[config.mk]
export PLATFORM = sky130hd
export DESIGN_NAME = sdrc_r2b_resp
export DESIGN_NICKNAME = d
export VERILOG_FILES = /design/src/rtl/sdrc_define.sv /design/src/rtl/sdrc_sync_fifo_fwft.sv /design/src/rtl/sdrc_r2b_resp.sv
export SDC_FILE = /design/constraint.sdc
export NUM_CORES = 1
export LEC_CHECK = 0
export BUFFER_PORTS_ARGS = -buffer_cell sky130_fd_sc_hd__buf_4
export CORE_ASPECT_RATIO = 0.5
export CORE_MARGIN = 2
export CORE_UTILIZATION = 62
export DETAILED_ROUTE_END_ITERATION = 6
export GPL_TIMING_DRIVEN = 0
export PLACE_DENSITY = 0.91
export SYNTH_ARGS = -nofsm -noshare
export SYNTH_HDL_FRONTEND = slang
export SYNTH_SLANG_ARGS = --single-unit
[constraint.sdc]
create_clock -name clk -period 4.48 [get_ports clk]
set_input_delay 0.448 -clock clk [delete_from_list [all_inputs] [get_ports clk]]
set_output_delay 0.448 -clock clk [all_outputs]
set_load 0.03 [all_outputs]
[src/rtl/sdrc_define.sv]
// Shared SDRAM controller constants and the r2b queue entry layout.
package sdrc_define;

   localparam int SDR_REQ_ID_W = 4;
   localparam int REQ_BW       = 12;
   localparam int SDR_FLAG_W   = 4;
   localparam int SDR_BA_W     = 2;
   localparam int SDR_ROW_W    = 13;
   localparam int SDR_COL_W    = 13;

   // Entry packing order, MSB first: {id, start, last, wrap, write, ba, raddr, caddr, len}
   function automatic int r2b_entry_w(input int id_w, input int len_w);
      return id_w + SDR_FLAG_W + SDR_BA_W + SDR_ROW_W + SDR_COL_W + len_w;
   endfunction

endpackage

[src/rtl/sdrc_sync_fifo_fwft.sv]
// Single-clock first-word-fall-through FIFO; head word is visible on dout whenever count != 0.
module sdrc_sync_fifo_fwft #(
   parameter int WIDTH = 8,
   parameter int DEPTH = 4
) (
   input  logic                     clk,
   input  logic                     reset_n,
   input  logic                     push,
   input  logic                     pop,
   input  logic [WIDTH-1:0]         din,
   output logic [WIDTH-1:0]         dout,
   output logic [$clog2(DEPTH):0]   count
);

   localparam int          AW       = $clog2(DEPTH);
   localparam logic [AW:0] FULL_CNT = (AW+1)'(DEPTH);

   logic [WIDTH-1:0] mem_q [DEPTH];
   logic [AW-1:0]    wr_ptr_q, wr_ptr_d;
   logic [AW-1:0]    rd_ptr_q, rd_ptr_d;
   logic [AW:0]      count_q, count_d;
   logic             do_push, do_pop;

   assign do_push = push & (count_q != FULL_CNT);
   assign do_pop  = pop & (count_q != '0);

   always_comb begin
      wr_ptr_d = wr_ptr_q;
      rd_ptr_d = rd_ptr_q;
      count_d  = count_q;
      if (do_push) wr_ptr_d = wr_ptr_q + AW'(1);
      if (do_pop)  rd_ptr_d = rd_ptr_q + AW'(1);
      case ({do_push, do_pop})
         2'b10:   count_d = count_q + (AW+1)'(1);
         2'b01:   count_d = count_q - (AW+1)'(1);
         default: count_d = count_q;
      endcase
   end

   always_ff @(posedge clk) begin
      if (!reset_n) begin
         wr_ptr_q <= '0;
         rd_ptr_q <= '0;
         count_q  <= '0;
      end else begin
         wr_ptr_q <= wr_ptr_d;
         rd_ptr_q <= rd_ptr_d;
         count_q  <= count_d;
      end
   end

   // Storage carries no reset; only the pointers and count define what is valid.
   always_ff @(posedge clk) begin
      if (do_push) mem_q[wr_ptr_q] <= din;
   end

   assign dout  = mem_q[rd_ptr_q];
   assign count = count_q;

endmodule

[src/rtl/sdrc_r2b_resp.sv]
// Responder side of the request-generator to bank-control link: chunk queue,
// open-row tracking for a row-hit hint, and start/last framing checker.
module sdrc_r2b_resp import sdrc_define::*; #(
   parameter int REQ_ID_W = SDR_REQ_ID_W,
   parameter int REQ_BW   = sdrc_define::REQ_BW,
   parameter int DEPTH    = 4
) (
   input  logic                clk,
   input  logic                reset_n,
   input  logic                r2b_req,
   input  logic [REQ_ID_W-1:0] r2b_req_id,
   input  logic                r2b_start,
   input  logic                r2b_last,
   input  logic                r2b_wrap,
   input  logic                r2b_write,
   input  logic [1:0]          r2b_ba,
   input  logic [12:0]         r2b_raddr,
   input  logic [12:0]         r2b_caddr,
   input  logic [REQ_BW-1:0]   r2b_len,
   output logic                b2r_ack,
   output logic                b2r_arb_ok,
   output logic                bk_valid,
   input  logic                bk_ready,
   output logic [REQ_ID_W-1:0] bk_req_id,
   output logic                bk_start,
   output logic                bk_last,
   output logic                bk_wrap,
   output logic                bk_write,
   output logic [1:0]          bk_ba,
   output logic [12:0]         bk_raddr,
   output logic [12:0]         bk_caddr,
   output logic [REQ_BW-1:0]   bk_len,
   output logic                bk_row_hit,
   input  logic                bk_pre_all,
   output logic                r2b_idle,
   output logic                proto_err
);

   localparam int          AW       = $clog2(DEPTH);
   localparam int          EW       = r2b_entry_w(REQ_ID_W, REQ_BW);
   localparam logic [AW:0] FULL_CNT = (AW+1)'(DEPTH);
   localparam logic [AW:0] TWO_CNT  = (AW+1)'(2);

   logic [AW:0]   count;
   logic [EW-1:0] push_ent, head_ent;
   logic          pop;

   logic [12:0]   open_row_q [4];
   logic [3:0]    open_vld_q, open_vld_d;
   logic          burst_open_q, burst_open_d;
   logic          proto_err_q, proto_err_d;

   // No full bypass: a full queue refuses even if the head is leaving this cycle.
   assign b2r_ack    = reset_n & r2b_req & (count != FULL_CNT);
   // Two free slots guarantee the second half of a page-split request fits.
   assign b2r_arb_ok = (FULL_CNT - count) >= TWO_CNT;
   assign bk_valid   = (count != '0);
   assign pop        = bk_valid & bk_ready;
   assign r2b_idle   = (count == '0) & ~r2b_req;

   assign push_ent = {r2b_req_id, r2b_start, r2b_last, r2b_wrap, r2b_write,
                      r2b_ba, r2b_raddr, r2b_caddr, r2b_len};
   assign {bk_req_id, bk_start, bk_last, bk_wrap, bk_write,
           bk_ba, bk_raddr, bk_caddr, bk_len} = head_ent;

   sdrc_sync_fifo_fwft #(
      .WIDTH (EW),
      .DEPTH (DEPTH)
   ) u_fifo (
      .clk     (clk),
      .reset_n (reset_n),
      .push    (b2r_ack),
      .pop     (pop),
      .din     (push_ent),
      .dout    (head_ent),
      .count   (count)
   );

   // Precharge-all clears every bank first, so a coincident pop still marks its own bank open.
   always_comb begin
      open_vld_d = open_vld_q;
      if (bk_pre_all) open_vld_d = '0;
      if (pop)        open_vld_d[bk_ba] = 1'b1;
   end

   always_ff @(posedge clk) begin
      if (!reset_n) open_vld_q <= '0;
      else          open_vld_q <= open_vld_d;
   end

   always_ff @(posedge clk) begin
      if (pop) open_row_q[bk_ba] <= bk_raddr;
   end

   assign bk_row_hit = bk_valid & open_vld_q[bk_ba] & (open_row_q[bk_ba] == bk_raddr);

   // A start chunk is legal only outside a burst and a continuation only inside one,
   // so an error is exactly start == burst_open.
   always_comb begin
      burst_open_d = burst_open_q;
      proto_err_d  = proto_err_q;
      if (b2r_ack) begin
         if (r2b_start == burst_open_q) proto_err_d = 1'b1;
         burst_open_d = ~r2b_last;
      end
   end

   always_ff @(posedge clk) begin
      if (!reset_n) begin
         burst_open_q <= 1'b0;
         proto_err_q  <= 1'b0;
      end else begin
         burst_open_q <= burst_open_d;
         proto_err_q  <= proto_err_d;
      end
   end

   assign proto_err = proto_err_q;

endmodule

# Word level (Yosys, flattened, before mapping)
# Memories as Yosys holds them, arrays and structs flattened. A register that Yosys moved wholly into a read port is not among the register bits.
# Cells that the tools add are included.
totals:
  memories: 2
  word_cells: 50
  in_bits: 53
  output_inout_bits: 54
  ramBits: 244
  ff_bits: 13
memory_table:
  columns: ["name", "depth", "word_bits", "rd", "rd_ports_with_merged_regs", "wr", "line", "rtl"]
  rows:
  - ["u_fifo.mem_q", 4, 48, 1, 1, 1, "sdrc_sync_fifo_fwft.sv:18", "logic [WIDTH-1:0] mem_q [DEPTH];"]
  - ["open_row_q", 4, 13, 1, 0, 1, "sdrc_r2b_resp.sv:48", "logic [12:0] open_row_q [4];"]
classes:
  addsub: 5
  n_mux: 13
  n_reduce_logical: 5
  eq_ne: 5
  n_bitwise: 11
  order_cmp: 3
op_table:
  columns: ["operator", "n"]
  rows:
  - ["$eq 13x13->1", 1]
  - ["$and 1x1->1", 8]
  - ["$mux 4", 2]
  - ["$mux 1", 6]
  - ["$pmux 3 s2", 1]
  - ["$add 2x1->2 const B", 2]
  - ["$mux 2", 2]
  - ["$or 4x4->4", 1]
  - ["$add 3x1->3 const B", 1]
  - ["$ge 3x2->1 const B", 1]
  - ["$logic_not 3->1", 1]
  - ["$lt 2x3->1 const B", 1]
  - ["$ne 3x3->1 const B", 1]
  - ["$reduce_bool 3->1", 1]
  - ["$sub 3x1->3 const B", 1]
  - ["$sub 3x3->3 const A", 1]
  - ["$bmux 1 s2", 1]
  - ["$demux 1 s2", 1]
  - ["$eq 2x1->1 const B", 1]
  - ["$eq 2x2->1 const B", 1]
  - ["$ge 2x1->1 const B", 1]
  - ["$not 1->1", 2]
  - ["$reduce_and 2->1", 1]
  - ["$reduce_bool 2->1", 1]
  - ["2 further kinds", 2]

# Logic depth before layout (Yosys ltp)
logic_depth:
  word_depth: 6
  mapped_depth: 12
  ltp_nobuf: 12

# Hierarchy
# Synthesis repeated with hierarchy kept, for this count alone.
unflattened:
  cells_unflattened: 433
  area_unflattened_um2: 9785.6
by_module_without_submodules:
  columns: ["mod", "cells_each", "instances", "area_per_inst_um2", "seq_area_each_um2"]
  rows:
  - ["sdrc_sync_fifo_fwft", 300, 1, 7394.6, 5945.7]
  - ["sdrc_r2b_resp", 133, 1, 2391.0, 1681.6]

# Worst setup path before layout
# No wires, ideal clock.
synth_path:
  kind: "flip-flop to flip-flop"
  from: "register u_fifo.count_q[0] (netlist: u_fifo.count[0])"
  to: "memory u_fifo.mem_q[0][0] (netlist name) (enable)"
  setup_time_ns: 0.410
  t_required_ns: 4.070
  period_less_slack_ns: 3.101
  n_path_buf: 1
  arrival_time_ns: 2.691
  setup_slack_ns: 1.379
  stages_incl_launch_ff: 7
  path_cell_list: "dfxtp_1 -> inv_1 -> ha_1 -> ha_1 -> nor2_1 -> clkbuf_1 -> and2_1"
synth_via:
  elab_chain_cells: 5
synth_rtl:
  columns: ["element", "line", "rtl"]
  rows:
  - ["from (decl)", "sdrc_sync_fifo_fwft.sv:21", "logic [AW:0] count_q, count_d;"]
  - ["from (signal assigned)", "sdrc_sync_fifo_fwft.sv:48", "count_q <= count_d;"]
  - ["$ne 3x3->1", "sdrc_r2b_resp.sv:54", "assign b2r_ack = reset_n & r2b_req & (count != FULL_CNT);"]
  - ["$and 1x1->1", "sdrc_r2b_resp.sv:54", null]
  - ["via b2r_ack", "sdrc_r2b_resp.sv:20", "output logic b2r_ack,"]
  - ["$and 1x1->1", "sdrc_sync_fifo_fwft.sv:24", "assign do_push = push & (count_q != FULL_CNT);"]
  - ["$mux 1", "sdrc_sync_fifo_fwft.sv:54", "if (do_push) mem_q[wr_ptr_q] <= din;"]
  - ["$mux 1 (not written as such)", "sdrc_sync_fifo_fwft.sv:54", null]
  - ["to (decl)", "sdrc_sync_fifo_fwft.sv:18", null]
# The timed path passes the listed nets, and every way through them passes these cells.

==> impl_metrics.tcl <==
set metrics [dict create \
    final_max_slew_viol_count 0 \
    crit_cells 7 \
    placed_area_sq_um 11000 \
    tightest_slew_ns 1.30 \
    dr.max_layer_used "met4" \
    fin_skew_ns 0.0169 \
    htreeDepth 1 \
    crit_slowest_cell "clkbuf_1" \
    layout.nets 648 \
    root_buffer "clkbuf_16" \
    syn_area_sq_um 9830 \
    finalCriticalPeriod_ns 3.75 \
    finalHoldViolCount 0 \
    async_flop_share_pct 0 \
    fillCellCount 777 \
    p_comb_share_pct 29.0 \
    ys_top_cells_by_area "edfxtp_1 75%, mux4_2 11%, mux2i_1 4.0%, dfxtp_1 3.1%, xnor2_1 1.6%" \
    drtPass1Iterations 5 \
    peakVddDrop_mv 0.346 \
    synthToLayoutAreaGrowth_pct 18.7 \
    num_rows 32 \
    wl_met3_microns 1230 \
    synth-simple-area-share_pct 2.09 \
    cp-start-kind "flip-flop" \
    grt_usage_pct 25.8 \
    cts_tree "done" \
    fin_area_sq_um 11700 \
    intPower_mw 4.68 \
    clk_latency_ns 0.51 \
    critical_path_class "reg -> out" \
    routed_wl_microns 21100 \
    r2r_cells 7 \
    cp_cell_sequence "buf_1 -> clkbuf_1 -> mux4_2 -> xnor2_1 -> nand4_1 -> nor4_2 -> buf_4" \
    dp_hpwl_microns 12100 \
    clock_path_buffers 3 \
    chipWidth_microns 182 \
    swShare_pct 30.3 \
    cts.repair.resized 0 \
    ys_ff_latch 259 \
    synth_edf_count 244 \
    ant_nets 0 \
    clkSlewWorstSetupHoldPaths_ns 0.07 \
    grt_pass1_vias 5134 \
    io_buffers 106 \
    worstPathMaxFanout 10 \
    synthMuxAreaShare_pct 15.2 \
    synth_cells 449 \
    p_switching_mw 2.03 \
    synth_nets 512 \
    drt_iter0_markers 513 \
    overflow 0 \
    antenna_found_initial 0 \
    die_area_sq_um 16900 \
    worstSetupEndpointType "primary output" \
    ys_seq_area_share_pct 77.6 \
    cp.buffers_inverters 3 \
    cts_hold_buf 0 \
    leakagePower_nw 4.00 \
    drc 0 \
    setup_viol 0 \
    rsz0062_at_grt "false" \
    synth.distinct_cells 33 \
    cts_setup_buffers 0 \
    crit_arrival_ns 3.30 \
    die_y_microns 93.0 \
    p_seq_share_pct 43.7 \
    synth_compound_area_share_pct 0.687 \
    ios 107 \
    synthAdderAreaFrac_pct 1.35 \
    fmax_mhz 266 \
    yosysMostFrequentCell "edfxtp_1" \
    status "complete, no violations" \
    grt_pass1_wl_microns 31700 \
    cts.sinks 259 \
    ys.warnings.count 0 \
    synthTopCellsByCount "244 x edfxtp_1, 49 x mux4_2, 39 x mux2i_1, 18 x xnor2_1, 15 x dfxtp_1" \
    cts_buffers 22 \
    synth_top_family_by_area "multiplexers" \
    finalSetupTns_ns 0 \
    wl_per_cell_microns 26.2 \
    maxCapViolations 0 \
    wl_met1_microns 7980 \
    synth_top_area_share_pct 74.5 \
    drive_above_1_share_pct 35.1 \
    wl_met2_microns 11000 \
    start_util_pct 63.6 \
    finalCritPeriodShare_pct 83.8 \
    cp_slowest_stage_delay_ns 0.56 \
    grt_max_degree 36 \
    crit_family "buffers and inverters" \
    crit_required_ns 4.03 \
    timing.slew.headroom_pct 13.3 \
    avgSynthCellArea_sq_um 21.9 \
    vias 4950 \
    vias_per_cell 6.15 \
    clkPwrFrac_pct 27.3 \
    coreArea_sq_um 15500 \
    hold_path_depth 1 \
    yosys.area.top_type "edfxtp_1" \
    hold_path_class "in -> reg" \
    gp_congestion 0.736 \
    p_per_area_nw_per_um2 575 \
    synthXorXnorAreaFrac_pct 1.69 \
    diodes 0 \
    synth_flop_cell "edfxtp_1" \
]
-- state kept, by name, indices dropped and copies added, names as in the netlist, named ones only --
name             count
open_row_q          52
u_fifo.wr_ptr_q      2
u_fifo.mem_q       192
open_vld_q           4
burst_open_q         1
u_fifo.count         3
proto_err            1
u_fifo.rd_ptr_q      2
-- metrics by stage --
stage	setup WS (ns)	utilization (%)	power, mW	instances	hold WS (ns)
after floorplan	1.38	-	4.28	449	0.461
after global placement	0.722	70.4	4.79	759	0.473
after detailed placement	1.36	71.2	4.87	765	0.501
after CTS	0.726	75.5	6.72	805	0.129
after global routing	0.578	75.5	6.91	805	0.132
final	0.728	75.5	6.71	805	0.144
-- power by group through the flow --
stage / logic, mW / clock network (mW) / registers (mW)
floorplan: 1.32 / 0 / 2.96
global placement: 1.83 / 0 / 2.97
detailed placement: 1.90 / 0 / 2.98
CTS: 1.95 / 1.84 / 2.93
global route: 2.05 / 1.92 / 2.94
finish: 1.94 / 1.83 / 2.93
-- cells by family after synthesis --
| logic type | Yosys count |
|---|---|
| DFF | 259 |
| xor gates and xnor gates | 19 |
| AOI/OAI and AO/OA | 10 |
| and+or+nand+nor | 36 |
| adders and majority gates | 10 |
| muxes | 88 |
| buffers and inverters | 27 |
-- layer usage --
layer	vias up	GRT usage (%)
met4	0	10.8
met1	2566	32.5
li1	2083	-
met3	58	4.44
met2	243	45.6
met5	-	0
-- placed cells by master (no fill, tap or decap), types with 2 or more instances in the layout --
master / count
clkbuf_16: 23
mux4_2: 49
and2_2: 4
inv_1: 7
o21a_1: 4
mux2i_1: 39
o21ai_0: 2
buf_12: 4
dfxtp_1: 15
clkinv_2: 4
xnor2_1: 18
inv_2: 2
buf_4: 107
buf_6: 5
clkinv_1: 4
and2_1: 4
clkbuf_1: 12
nor2_1: 3
edfxtp_1: 244
nor2b_1: 7
ha_1: 9
buf_1: 2
nand2_1: 8
buf_2: 7
nand4_1: 3
-- area by class of cell --
| class | instances | area, sq um | share of cell area [%] |
|---|---|---|---|
| clock buffers | 30 | 602 | 5.16 |
| multi-input cells | 163 | 2080 | 17.8 |
| plain buffers | 18 | 103 | 0.879 |
| repair buffers | 112 | 898 | 7.70 |
| inverters | 9 | 33.8 | 0.289 |
| flip-flops and latches | 259 | 7630 | 65.3 |
| clock inverters | 10 | 72.6 | 0.622 |
| well taps | 204 | 255 | 2.19 |
-- worst paths after layout --
path                                     start                             to  slack, ns
hold / removal                   r2b_raddr[12]  u_fifo.mem_q[3][37]$_DFFE_PP_       0.14
setup reg to reg  u_fifo.count[0]$_SDFFE_PN0P_  u_fifo.mem_q[1][18]$_DFFE_PP_       1.52
setup / recovery                     flip-flop                     bk_row_hit       0.73
hold reg to reg   u_fifo.count[2]$_SDFFE_PN0P_   u_fifo.count[2]$_SDFFE_PN0P_       0.51
Power figures use the tool's default switching activity.
